`src/rtl/reset_seq_pkg.sv`:
```
`default_nettype none
// ============================================================================
//  Module      : reset_seq_pkg
//  Description : Shared state encoding and sizing helpers for the staged
//                reset sequencer.
//  Revision    : 1.0 - initial release
// ============================================================================
package reset_seq_pkg;

   typedef enum logic [1:0] {
      ASSERT_ALL = 2'd0,
      WAIT_LOCK  = 2'd1,
      RELEASE    = 2'd2,
      RUN        = 2'd3
   } rseq_state_t;

   // Width of the hold/filter counters: wide enough to hold the larger of
   // the two thresholds, never less than one bit.
   function automatic int cnt_width(input int hold, input int filt);
      int m;
      int w;
      m = (hold > filt) ? hold : filt;
      w = $clog2(m + 1);
      return (w < 1) ? 1 : w;
   endfunction

   // Width of the stage index, never less than one bit.
   function automatic int idx_width(input int n);
      int w;
      w = $clog2(n);
      return (w < 1) ? 1 : w;
   endfunction

endpackage
`default_nettype wire

```
`src/rtl/bit_sync.sv`:
```
`default_nettype none
// ============================================================================
//  Module      : bit_sync
//  Description : Multi-flop synchronizer for a single asynchronous level.
//                Resets to 0 so a lock flag reads as "not locked" until it
//                has been seen high after reset.
//  Revision    : 1.0 - initial release
// ============================================================================
module bit_sync #(
   parameter int STAGES = 2
) (
   input  logic clk,
   input  logic rst,
   input  logic d,
   output logic q
);

   logic [STAGES-1:0] sync_q;
   logic [STAGES-1:0] sync_d;

   // Shift the asynchronous input one flop further down the chain.
   always_comb begin
      sync_d = {sync_q[STAGES-2:0], d};
   end

   // Synchronizer chain, cleared by reset.
   always_ff @(posedge clk) begin
      if (rst) begin
         sync_q <= '0;
      end else begin
         sync_q <= sync_d;
      end
   end

   assign q = sync_q[STAGES-1];

endmodule
`default_nettype wire

```
`src/rtl/reset_sequencer.sv`:
```
`default_nettype none
// ============================================================================
//  Module      : reset_sequencer
//  Description : Holds all downstream resets, waits for a filtered PLL lock,
//                then releases the staged resets one at a time with a fixed
//                spacing. Lock loss or a soft request restarts the sequence.
//  Revision    : 1.0 - initial release
// ============================================================================
module reset_sequencer
   import reset_seq_pkg::*;
#(
   parameter int NUM_STAGES   = 4,
   parameter int HOLD_CYCLES  = 16,
   parameter int LOCK_FILTER  = 8,
   parameter int OUT_POLARITY = 1
) (
   input  logic                  clk,
   input  logic                  rst,
   input  logic                  pll_locked,
   input  logic                  soft_rst_req,
   output logic                  soft_rst_ack,
   output logic [NUM_STAGES-1:0] stage_rst,
   output logic                  all_released
);

   localparam int CNT_W = cnt_width(HOLD_CYCLES, LOCK_FILTER);
   localparam int IDX_W = idx_width(NUM_STAGES);

   localparam logic [CNT_W-1:0]      HOLD_LAST    = CNT_W'(HOLD_CYCLES - 1);
   localparam logic [CNT_W-1:0]      FILT_DONE    = CNT_W'(LOCK_FILTER);
   localparam logic [IDX_W-1:0]      IDX_LAST     = IDX_W'(NUM_STAGES - 1);
   localparam logic [NUM_STAGES-1:0] ALL_ASSERTED = {NUM_STAGES{OUT_POLARITY == 0}};

   logic lock_s;

   rseq_state_t            state_q,        state_d;
   logic [CNT_W-1:0]       hold_cnt_q,     hold_cnt_d;
   logic [CNT_W-1:0]       filt_cnt_q,     filt_cnt_d;
   logic [IDX_W-1:0]       idx_q,          idx_d;
   // One bit per stage, 1 = released; polarity is applied only at the output.
   logic [NUM_STAGES-1:0]  rel_q,          rel_d;
   logic [NUM_STAGES-1:0]  stage_rst_q,    stage_rst_d;
   logic                   all_released_q, all_released_d;
   logic                   ack_q,          ack_d;

   bit_sync #(
      .STAGES (2)
   ) u_lock_sync (
      .clk (clk),
      .rst (rst),
      .d   (pll_locked),
      .q   (lock_s)
   );

   // Next-state and next-output computation for the sequencer.
   always_comb begin
      state_d        = state_q;
      hold_cnt_d     = hold_cnt_q;
      filt_cnt_d     = filt_cnt_q;
      idx_d          = idx_q;
      rel_d          = rel_q;
      all_released_d = all_released_q;
      ack_d          = 1'b0;

      if (soft_rst_req) begin
         // A request wins over everything except rst, including lock loss.
         state_d        = ASSERT_ALL;
         hold_cnt_d     = '0;
         filt_cnt_d     = '0;
         idx_d          = '0;
         rel_d          = '0;
         all_released_d = 1'b0;
         ack_d          = 1'b1;
      end else begin
         case (state_q)
            ASSERT_ALL: begin
               rel_d          = '0;
               all_released_d = 1'b0;
               if (hold_cnt_q >= HOLD_LAST) begin
                  state_d    = WAIT_LOCK;
                  hold_cnt_d = '0;
                  filt_cnt_d = '0;
               end else begin
                  hold_cnt_d = hold_cnt_q + 1'b1;
               end
            end

            WAIT_LOCK: begin
               if (!lock_s) begin
                  filt_cnt_d = '0;
               end else if (filt_cnt_q >= FILT_DONE) begin
                  // Stage 0 is released on the same edge the filter completes.
                  rel_d      = '0;
                  rel_d[0]   = 1'b1;
                  idx_d      = '0;
                  hold_cnt_d = '0;
                  filt_cnt_d = '0;
                  if (IDX_LAST == '0) begin
                     state_d        = RUN;
                     all_released_d = 1'b1;
                  end else begin
                     state_d = RELEASE;
                  end
               end else begin
                  filt_cnt_d = filt_cnt_q + 1'b1;
               end
            end

            RELEASE: begin
               if (!lock_s) begin
                  state_d        = ASSERT_ALL;
                  hold_cnt_d     = '0;
                  idx_d          = '0;
                  rel_d          = '0;
                  all_released_d = 1'b0;
               end else if (hold_cnt_q >= HOLD_LAST) begin
                  hold_cnt_d   = '0;
                  idx_d        = idx_q + 1'b1;
                  rel_d[idx_d] = 1'b1;
                  if (idx_d == IDX_LAST) begin
                     state_d        = RUN;
                     all_released_d = 1'b1;
                  end
               end else begin
                  hold_cnt_d = hold_cnt_q + 1'b1;
               end
            end

            RUN: begin
               if (!lock_s) begin
                  state_d        = ASSERT_ALL;
                  hold_cnt_d     = '0;
                  idx_d          = '0;
                  rel_d          = '0;
                  all_released_d = 1'b0;
               end
            end

            default: begin
               state_d        = ASSERT_ALL;
               hold_cnt_d     = '0;
               filt_cnt_d     = '0;
               idx_d          = '0;
               rel_d          = '0;
               all_released_d = 1'b0;
            end
         endcase
      end

      stage_rst_d = (OUT_POLARITY == 0) ? ~rel_d : rel_d;
   end

   // State, counters and registered outputs; rst overrides any request.
   always_ff @(posedge clk) begin
      if (rst) begin
         state_q        <= ASSERT_ALL;
         hold_cnt_q     <= '0;
         filt_cnt_q     <= '0;
         idx_q          <= '0;
         rel_q          <= '0;
         stage_rst_q    <= ALL_ASSERTED;
         all_released_q <= 1'b0;
         ack_q          <= 1'b0;
      end else begin
         state_q        <= state_d;
         hold_cnt_q     <= hold_cnt_d;
         filt_cnt_q     <= filt_cnt_d;
         idx_q          <= idx_d;
         rel_q          <= rel_d;
         stage_rst_q    <= stage_rst_d;
         all_released_q <= all_released_d;
         ack_q          <= ack_d;
      end
   end

   assign stage_rst    = stage_rst_q;
   assign all_released = all_released_q;
   assign soft_rst_ack = ack_q;

endmodule
`default_nettype wire

```
`config.mk`:
```
export PLATFORM = sky130hd
export DESIGN_NAME = reset_sequencer
export DESIGN_NICKNAME = d
export VERILOG_FILES = /design/src/rtl/reset_seq_pkg.sv /design/src/rtl/bit_sync.sv /design/src/rtl/reset_sequencer.sv
export SDC_FILE = /design/constraint.sdc
export NUM_CORES = 1
export LEC_CHECK = 0
export BUFFER_PORTS_ARGS = -buffer_cell sky130_fd_sc_hd__buf_2
export CAP_MARGIN = 30
export CORE_AREA = 4 4 53 55
export CTS_BUF_LIST = sky130_fd_sc_hd__clkbuf_4
export DETAILED_ROUTE_END_ITERATION = 16
export DIE_AREA = 0 0 57 59
export HOLD_SLACK_MARGIN = 0.1
export PLACE_DENSITY = 0.82
export SLEW_MARGIN = 30
export SYNTH_ARGS = -nofsm -noshare
export SYNTH_HDL_FRONTEND = slang
export SYNTH_SLANG_ARGS = --single-unit
```
`constraint.sdc`:
```
create_clock -name clk -period 2.8 [get_ports clk]
set_input_delay 0.42 -clock clk [delete_from_list [all_inputs] [get_ports clk]]
set_output_delay 0.42 -clock clk [all_outputs]
set_load 0.02 [all_outputs]
```
==> After elaboration in Yosys (flattened, before gate mapping) <==
Cells that the tools add are included.
{ "totals": {"regBits": 22, "output_inout_bits": 6, "in_bits": 4, "elab_cells": 75} }
{ "classes": {"addsub": 3, "n_reduce_logical": 12, "bitwise": 1, "n_eq_ne": 10, "n_lt_le_gt_ge": 4, "n_mux": 37} }
{ "op_table": {"columns": ["operator", "count"], "rows": [
  ["$mux W5", 8],
  ["$mux W2", 11],
  ["$mux W4", 5],
  ["$pmux W5 S4", 1],
  ["$pmux W4 S4", 1],
  ["$add A5 B1 Y5 const B", 2],
  ["$ge A5 B4 Y1 const B", 2],
  ["$pmux W5 S2", 1],
  ["$pmux W2 S4", 1],
  ["$reduce_and A4 Y1", 2],
  ["$eq A2 B2 Y1 const B", 3],
  ["$mux W1", 6],
  ["$ne A2 B2 Y1 const B", 3],
  ["$ne A3 B3 Y1 const B", 2],
  ["$pmux W2 S3", 1],
  ["$reduce_and A6 Y1", 1],
  ["$reduce_bool A3 Y1", 2],
  ["$reduce_and A5 Y1", 1],
  ["$or A4 B4 Y4", 1],
  ["$lt A2 B3 Y1 const B", 1],
  ["$pmux W1 S3", 1],
  ["$reduce_and A3 Y1", 1],
  ["$add A2 B1 Y2 const B", 1],
  ["$demux W1 S2", 1],
  ["8 further kinds", 8]
]} }

==> Logic depth before layout (Yosys ltp) <==
Gate-level depths: netlist of the first run.
{ "depth": {"ltp_word": 9, "depth_mapped": 7} }

==> By module <==
From an unflattened synthesis of the first run, not the netlist that was laid out.
{ "hier_totals": {"hier_cells": 126, "area_unflattened_um2": 1177.4} }
{ "modules_own_cells": {"columns": ["mod", "area_per_inst_um2", "cells_each", "instances", "seq_area_each_um2"], "rows": [
  ["reset_sequencer", 1124.8, 122, 1, 400.4],
  ["bit_sync", 52.6, 4, 1, 40.0]
]} }

==> Worst setup path after synthesis of the first run <==
OpenSTA, ideal clock, no wires.
{ "synth_path": {"path_kind": "register -> register", "startpoint": "reg hold_cnt_q[0]", "endpoint": "reg hold_cnt_q[0]", "arrival_time_ns": 1.717, "path_stages_with_launch": 8, "t_required_ns": 2.729, "period_less_slack_ns": 1.787, "setup_time_ns": 0.071, "slack_ns": 1.013, "path_cell_list": "dfxtp_1 -> ha_1 -> and3_1 -> ha_1 -> nor2_2 -> nand3_1 -> or3_1 -> a21oi_1"} }
{ "synth_between": {"elab_chain_cells": 4} }
{ "synth_rtl": {"columns": ["item", "line", "text"], "rows": [
  ["start, declared", "reset_sequencer.sv:37", "logic [CNT_W-1:0] hold_cnt_q, hold_cnt_d;"],
  ["start signal, assigned", "reset_sequencer.sv:166", "hold_cnt_q <= hold_cnt_d;"],
  ["$add A5 B1 Y5 / $ge A5 B4 Y1 (equally long branches)", null, null],
  ["$mux W5 (*)", "reset_sequencer.sv:79, reset_sequencer.sv:116", null],
  ["$mux W5", "reset_sequencer.sv:110", "if (!lock_s) begin"],
  ["$pmux W5 S4 (*)", "reset_sequencer.sv:75", "case (state_q)"]
]} }
Mark *: on every way between the ends. The rest lies on a longest branch, timed or not.
A chain may end at the register's enable or synchronous reset.

==> Worst setup path after layout of the first run <==
Same ends and word-level chain as after synthesis.

==> run_results.csv, run 1 <==
group,metric,value,unit
cts,cts_tree,"built",
cts,hold_buffers,0,
cts,post-cts-setup-buffers,0,
setup_path,crit_type,"reg -> reg",
power,powerDensity,366.2,nW/µm²
route,dr.first_iter.drc_count,26,
final_layout,drive_above_1_share,18.44,%
cts,cts.clk_slew.worst_paths,120,ps
sta,setup_tns,0,ps
final_layout,layout_common_cells,"dfxtp_1, nand2_1, ha_1",
placement,io_buffer_count,9,
flow_run,max_cap_viol_count,0,
route,drtPass1Iterations,4,
min_path,hp-class,"in -> reg",
floorplanning,core-area,2387,µm²
placement,gp_congestion,0.7568,
setup_path,end_kind,"register",
sta,rsz0062_at_grt,"no",
route,wirelength,2286,µm
sta,relSlewSlack,55.81,%
global_routing,grt_usage,15.57,%
cts,clk_path_buf_depth,2,
synth,synth_cells,133,
route,drc,0,
setup_path,cp.required,3030,ps
synth,avgSynthCellArea,9.370,µm²
sta,min_period_over_period,73.17,%
final_layout,final_common_cell,"dfxtp_1",
synth,synth-main-ff-cell,"dfxtp_1",
setup_path,cp-start-kind,"register",
power,power,0.4838,mW
route,wl_per_cell,13.37,µm
route,vias_per_cell,5.649,
power,peakVddDrop,0.2526,mV
final_layout,nets,160,
sta,setup_viol,0,
placement,dp_hpwl,1729,µm
global_routing,grt_max_degree,13,
setup_path,crit_start,"hold_cnt_q[0]$_SDFFE_PP0P_",
sta,min_period,2049,ps
floorplanning,io_pins,10,
global_routing,grt_first_pass_wirelength,4084,µm
route,routed-via-count,966,
synth,synth_seq_cells,22,
setup_path,reg2regPathDepth,7,
cts,clockRootBuffer,"clkbuf_4",
power,leakage,0.5359,nW
sta,finClkSkew,10.42,ps
setup_path,worstPathArrival,2280,ps
placement,place_inst,167,
floorplanning,die_h,59,µm
cts,clk_latency,310,ps
synth,yosysSeqAreaShare,35.34,%
synth,syn-num-nets,151,
global_routing,grt_antenna_before_repair,0,
setup_path,worst-path-max-fanout,6,
synth,synthArstFlopShare,0,%
cts,htreeDepth,1,
sta,fin_hold_ws,295.5,ps
sta,max_freq,488.1,MHz
floorplanning,num_rows,18,
global_routing,first_global_vias,951,
cts,post_cts_resized,0,
route,drtAntennaViolNets,0,
final_layout,area_growth,6.024,%
min_path,whs_endpoint,"soft_rst_ack$_SDFF_PP0_",
final_layout,diodes,0,
sta,final_max_slew_viol_count,0,
final_layout,design_area,1321,µm²
cts,cts_sinks,22,
min_path,hold_start,"rst",
synth,synthDistinctLibCells,42,
sta,worst_pin_slew,660.4,ps
min_path,min_path_cells,2,
floorplanning,die_w,57,µm
cts,cts_buffers,3,
setup_path,rrSetupSlack,750,ps
final_layout,fin_cells,171,
setup_path,rr_endpoint,"hold_cnt_q[0]$_SDFFE_PP0P_",
final_layout,fill_cells,229,
synth,synth_edf_count,0,
setup_path,reg2reg_from,"hold_cnt_q[0]$_SDFFE_PP0P_",
floorplanning,die-area,3363,µm²
floorplanning,start_util,52.20,%
synth,yosys_warnings,0,
status,outcome,"completed",
sta,timing.final.hold_violations,0,
synth,syn_area,1246,µm²
global_routing,grt_remaining_overflow,0,
placement,dpl-instance-area,1295,µm²
==> worst max-delay path, stage by stage (launching register included) <==
cell and delay, ps:
dfxtp_1 380, ha_1 220, and3_1 180, ha_1 180, nor2_2 260, nand3_1 200
or3_1 360, a21oi_1 190
==> state kept, by name, indices dropped and copies added, names as in the netlist <==
name	flops
all_released	1
filt_cnt_q	5
u_lock_sync.sync_q	2
stage_rst	4
soft_rst_ack	1
state_q	2
hold_cnt_q	5
idx_q	2
==> worst max-delay path by stage <==
stage	to
3_3_place_gp	hold_cnt_q[0]$_SDFFE_PP0P_
2_1_floorplan	hold_cnt_q[0]$_SDFFE_PP0P_
6_report	hold_cnt_q[0]$_SDFFE_PP0P_
4_1_cts	hold_cnt_q[0]$_SDFFE_PP0P_
5_1_grt	hold_cnt_q[0]$_SDFFE_PP0P_
3_5_place_dp	hold_cnt_q[0]$_SDFFE_PP0P_
==> kinds of logic after synthesis <==
group / after synthesis / synth area share [%]
compound gates: 26 / 17.37
fa+ha+maj: 14 / 14.06
buf+inv: 13 / 5.120
flops: 22 / 35.34
mux: 6 / 4.920
simple gates: 52 / 23.19
==> stage by stage <==
| step | setup slack [ps] | utilization [%] |
|---|---|---|
| after CTS | 759.7 | 55.35 |
| after global routing | 662.3 | 55.35 |
| final | 751.4 | 55.35 |
| after detailed placement | 792.9 | 54.25 |
| after global placement | 940.8 | 54.25 |
| after floorplan | 1013 | - |
==> final cells by class <==
class / count / area, µm² / area share [%]
timing repair buffer: 9 / 45.04 / 3.409
inverter: 8 / 30.03 / 2.273
tap: 30 / 37.54 / 2.841
clock buffer: 3 / 22.52 / 1.705
clock inverter: 1 / 3.754 / 0.2841
multi-input combinational: 98 / 742.0 / 56.16
sequential: 22 / 440.4 / 33.33
==> cells in the mapped netlist, drive strengths merged (2+ instances only) <==
cell	count	area (µm²)
a31oi	5	46.29
a21oi	6	30.03
nor2	13	51.30
dfxtp	22	440.4
o32ai	2	17.52
a211oi	2	15.01
mux2i	5	50.05
or3	2	12.51
and3	2	12.51
inv	8	30.03
buf	3	26.27
nor2b	3	18.77
nand4	2	27.53
nand3	6	35.03
ha	14	175.2
nand4b	2	17.52
nand2	15	56.30
clkbuf	2	7.510
==> routing by layer <==
| metal | global-route usage, % | up-vias | part of all wire (%) |
|---|---|---|---|
| met5 | 0 | - | 0 |
| met2 | 27.24 | 20 | 52 |
| met1 | 17.96 | 453 | 43 |
| li1 | - | 489 | - |
| met3 | 2.179 | 4 | 3.0 |
| met4 | 9.603 | 0 | 2.0 |
==> where the power goes <==
group	internal [mW]	switching (mW)
Combinational	0.00621	0.00982
Clock	0.0521	0.0954
Sequential	0.316	0.00387
Power figures use the tool's default switching activity.
==> run 2, diff against run 1 <==
--- a/config.mk
+++ b/config.mk
@@ -12,7 +12,7 @@
 export DETAILED_ROUTE_END_ITERATION = 16
 export DIE_AREA = 0 0 57 59
 export HOLD_SLACK_MARGIN = 0.1
-export PLACE_DENSITY = 0.82
+export PLACE_DENSITY = 0.85
 export SLEW_MARGIN = 30
 export SYNTH_ARGS = -nofsm -noshare
 export SYNTH_HDL_FRONTEND = slang
==> constraint.sdc (replaced) <==
create_clock -name clk -period 1.7 [get_ports clk]
set_input_delay 0.255 -clock clk [delete_from_list [all_inputs] [get_ports clk]]
set_output_delay 0.255 -clock clk [all_outputs]
set_load 0.02 [all_outputs]
==> run 2 against run 1 <==
The run now ends with setup timing left. Die area is the same. Largest power group unchanged. Non-clock buffer count increased by 14. Setup slack got worse by 820 ps. Largest cell class unchanged.
==> run_results.csv, run 2 (synthesis gave the netlist of run 1 again) <==
group,metric,value,unit
placement,place_ws,-45.88,ps
route,drtAntennaViolNets,0,
min_path,hold_start,"rst",
final_layout,final-seq-area,444.2,µm²
sta,finClkSkew,12.57,ps
cts,htreeDepth,1,
route,dr.first_iter.drc_count,13,
setup_path,crit_type,"reg -> reg",
setup_path,cp-start-kind,"register",
route,drtPass1Iterations,4,
cts,clockRootBuffer,"clkbuf_4",
final_layout,layout_common_cells,"dfxtp_1, nand2_1, buf_4",
final_layout,final_common_cell,"dfxtp_1",
cts,cts_sinks,22,
setup_path,end_kind,"register",
floorplanning,num_rows,18,
power,powerDensity,532.8,nW/µm²
power,leakage,0.6171,nW
final_layout,fin_cells,184,
sta,min_period,1768,ps
status,violations,"setup timing",
placement,gp_congestion,0.8135,
cts,clk_path_buf_depth,2,
final_layout,nets,174,
floorplanning,start_util,52.20,%
floorplanning,die_h,59,µm
global_routing,grt_max_degree,12,
power,peakVddDrop,0.6584,mV
sta,timing.final.hold_violations,0,
global_routing,grt_remaining_overflow,0,
final_layout,drive_above_1_share,34.42,%
setup_path,crit_start,"hold_cnt_q[1]$_SDFFE_PP0P_",
final_layout,post-route-util,62.84,%
status,outcome,"finished, violations left",
route,vias_per_cell,5.592,
sta,setup_viol,1,
floorplanning,core-area,2387,µm²
final_layout,diodes,0,
setup_path,worst-path-max-fanout,5,
floorplanning,die_w,57,µm
final_layout,fill_cells,196,
sta,relSlewSlack,75.46,%
placement,place_inst,178,
global_routing,grt_antenna_before_repair,0,
final_layout,area_growth,20.38,%
sta,layout_setup_ws,-68.03,ps
cts,clk_latency,320,ps
floorplanning,die-area,3363,µm²
setup_path,reg2reg_from,"hold_cnt_q[1]$_SDFFE_PP0P_",
setup_path,reg2regPathDepth,7,
global_routing,grt_usage,17.01,%
setup_path,crit_path_max_incr_delay,410,ps
setup_path,cp_cell_sequence,"ha_4, and3_4, ha_4, nor2_4, nand3_2, or3_4, a21oi_2",
setup_path,cp_slowest_cell,"or3_4",
floorplanning,io_pins,10,
min_path,whs_endpoint,"soft_rst_ack$_SDFF_PP0_",
setup_path,cp.required,1970,ps
route,drc,0,
global_routing,grt_first_pass_wirelength,4443,µm
cts,cts.clk_slew.worst_paths,120,ps
final_layout,multiInputGateArea,815.8,µm²
route,wirelength,2632,µm
placement,io_buffer_count,9,
flow_run,max_cap_viol_count,0,
route,routed-via-count,1029,
cts,cts_tree,"built",
setup_path,crit_top_cell,"ha_4",
setup_path,rrSetupSlack,-70,ps
sta,rsz0062_at_grt,"yes",
global_routing,first_global_vias,998,
sta,final_max_slew_viol_count,0,
placement,dp_hpwl,1891,µm
power,power,0.7993,mW
setup_path,worstPathArrival,2030,ps
sta,max_freq,565.6,MHz
sta,min_period_over_period,104.0,%
cts,cts_buffers,3,
min_path,hp-class,"in -> reg",
route,wl_per_cell,14.30,µm
setup_path,rr_endpoint,"hold_cnt_q[4]$_SDFFE_PP0P_",
sta,setup_tns,-68.03,ps
sta,worst_pin_slew,366.7,ps
min_path,min_path_cells,2,
[run 2: cell types whose count changed in the layout (fill, tap and decap cells not counted), moves of 2 or more]
cell | before | now
ha_1 | 14 | 10
ha_4 | 0 | 2
buf_4 | 0 | 14
ha_2 | 0 | 2
dfxtp_1 | 22 | 19
dfxtp_2 | 0 | 3
[run 2: final cells by class]
class	instances	share of cell area, %
repair buffers	23	10.01
well taps	30	2.502
multi-input cells	98	54.38
inverters	8	2.002
flip-flops and latches	22	29.61
clock buffers	3	1.501
[run 2: worst max-delay path by stage]
stage | slack, ps | endpoint | cells past startpoint
floorplan | 2 | hold_cnt_q[0]$_SDFFE_PP0P_ | 7
global placement | 0.02 | hold_cnt_q[2]$_SDFFE_PP0P_ | 8
detailed placement | -50 | stage_rst[3]$_SDFFE_PP0P_ | 7
CTS | 0.8 | filt_cnt_q[1]$_SDFFE_PP0P_ | 7
global route | -140 | hold_cnt_q[4]$_SDFFE_PP0P_ | 7
finish | -70 | hold_cnt_q[4]$_SDFFE_PP0P_ | 7
[run 2: critical path, delay by kind of cell, from the launching register on]
family          cells  cell delay [ps]
flops               1              360
simple gates        4              940
fa+ha+maj           2              310
compound gates      1              110
[run 2: metrics by stage]
| step | hold slack (ps) | area, µm² |
|---|---|---|
| 5_1_grt | 139.5 | 1500 |
| 3_3_place_gp | 424.0 | 1389 |
| 4_1_cts | 138.7 | 1435 |
| 6_report | 142.1 | 1500 |
| 2_1_floorplan | 326.6 | 1257 |
| 3_5_place_dp | 429.4 | 1389 |
[run 2: where the power goes]
part | total [mW] | internal [mW] | switching, mW | leakage, nW
registers | 0.527 | 0.521 | 0.00525 | 0.179
logic | 0.0353 | 0.0156 | 0.0197 | 0.424
clock network | 0.237 | 0.0831 | 0.154 | 0.0138
[run 2: repair_timing]
action | CTS | global route
setup endpoints to repair | 14 | 16
gates resized for setup | 2 | 12
gates cloned | 0 | 0
hold buffers | 0 | 0
buffers inserted | 2 | 1
pin swaps | 2 | 7
[run 2: metal layers]
metal	wire length, µm	vias to the layer above	GRT usage [%]
met2	1339	19	32.14
met3	72	7	1.525
met1	1131	490	18.41
met4	89	0	9.934
met5	0	-	0
li1	-	513	-
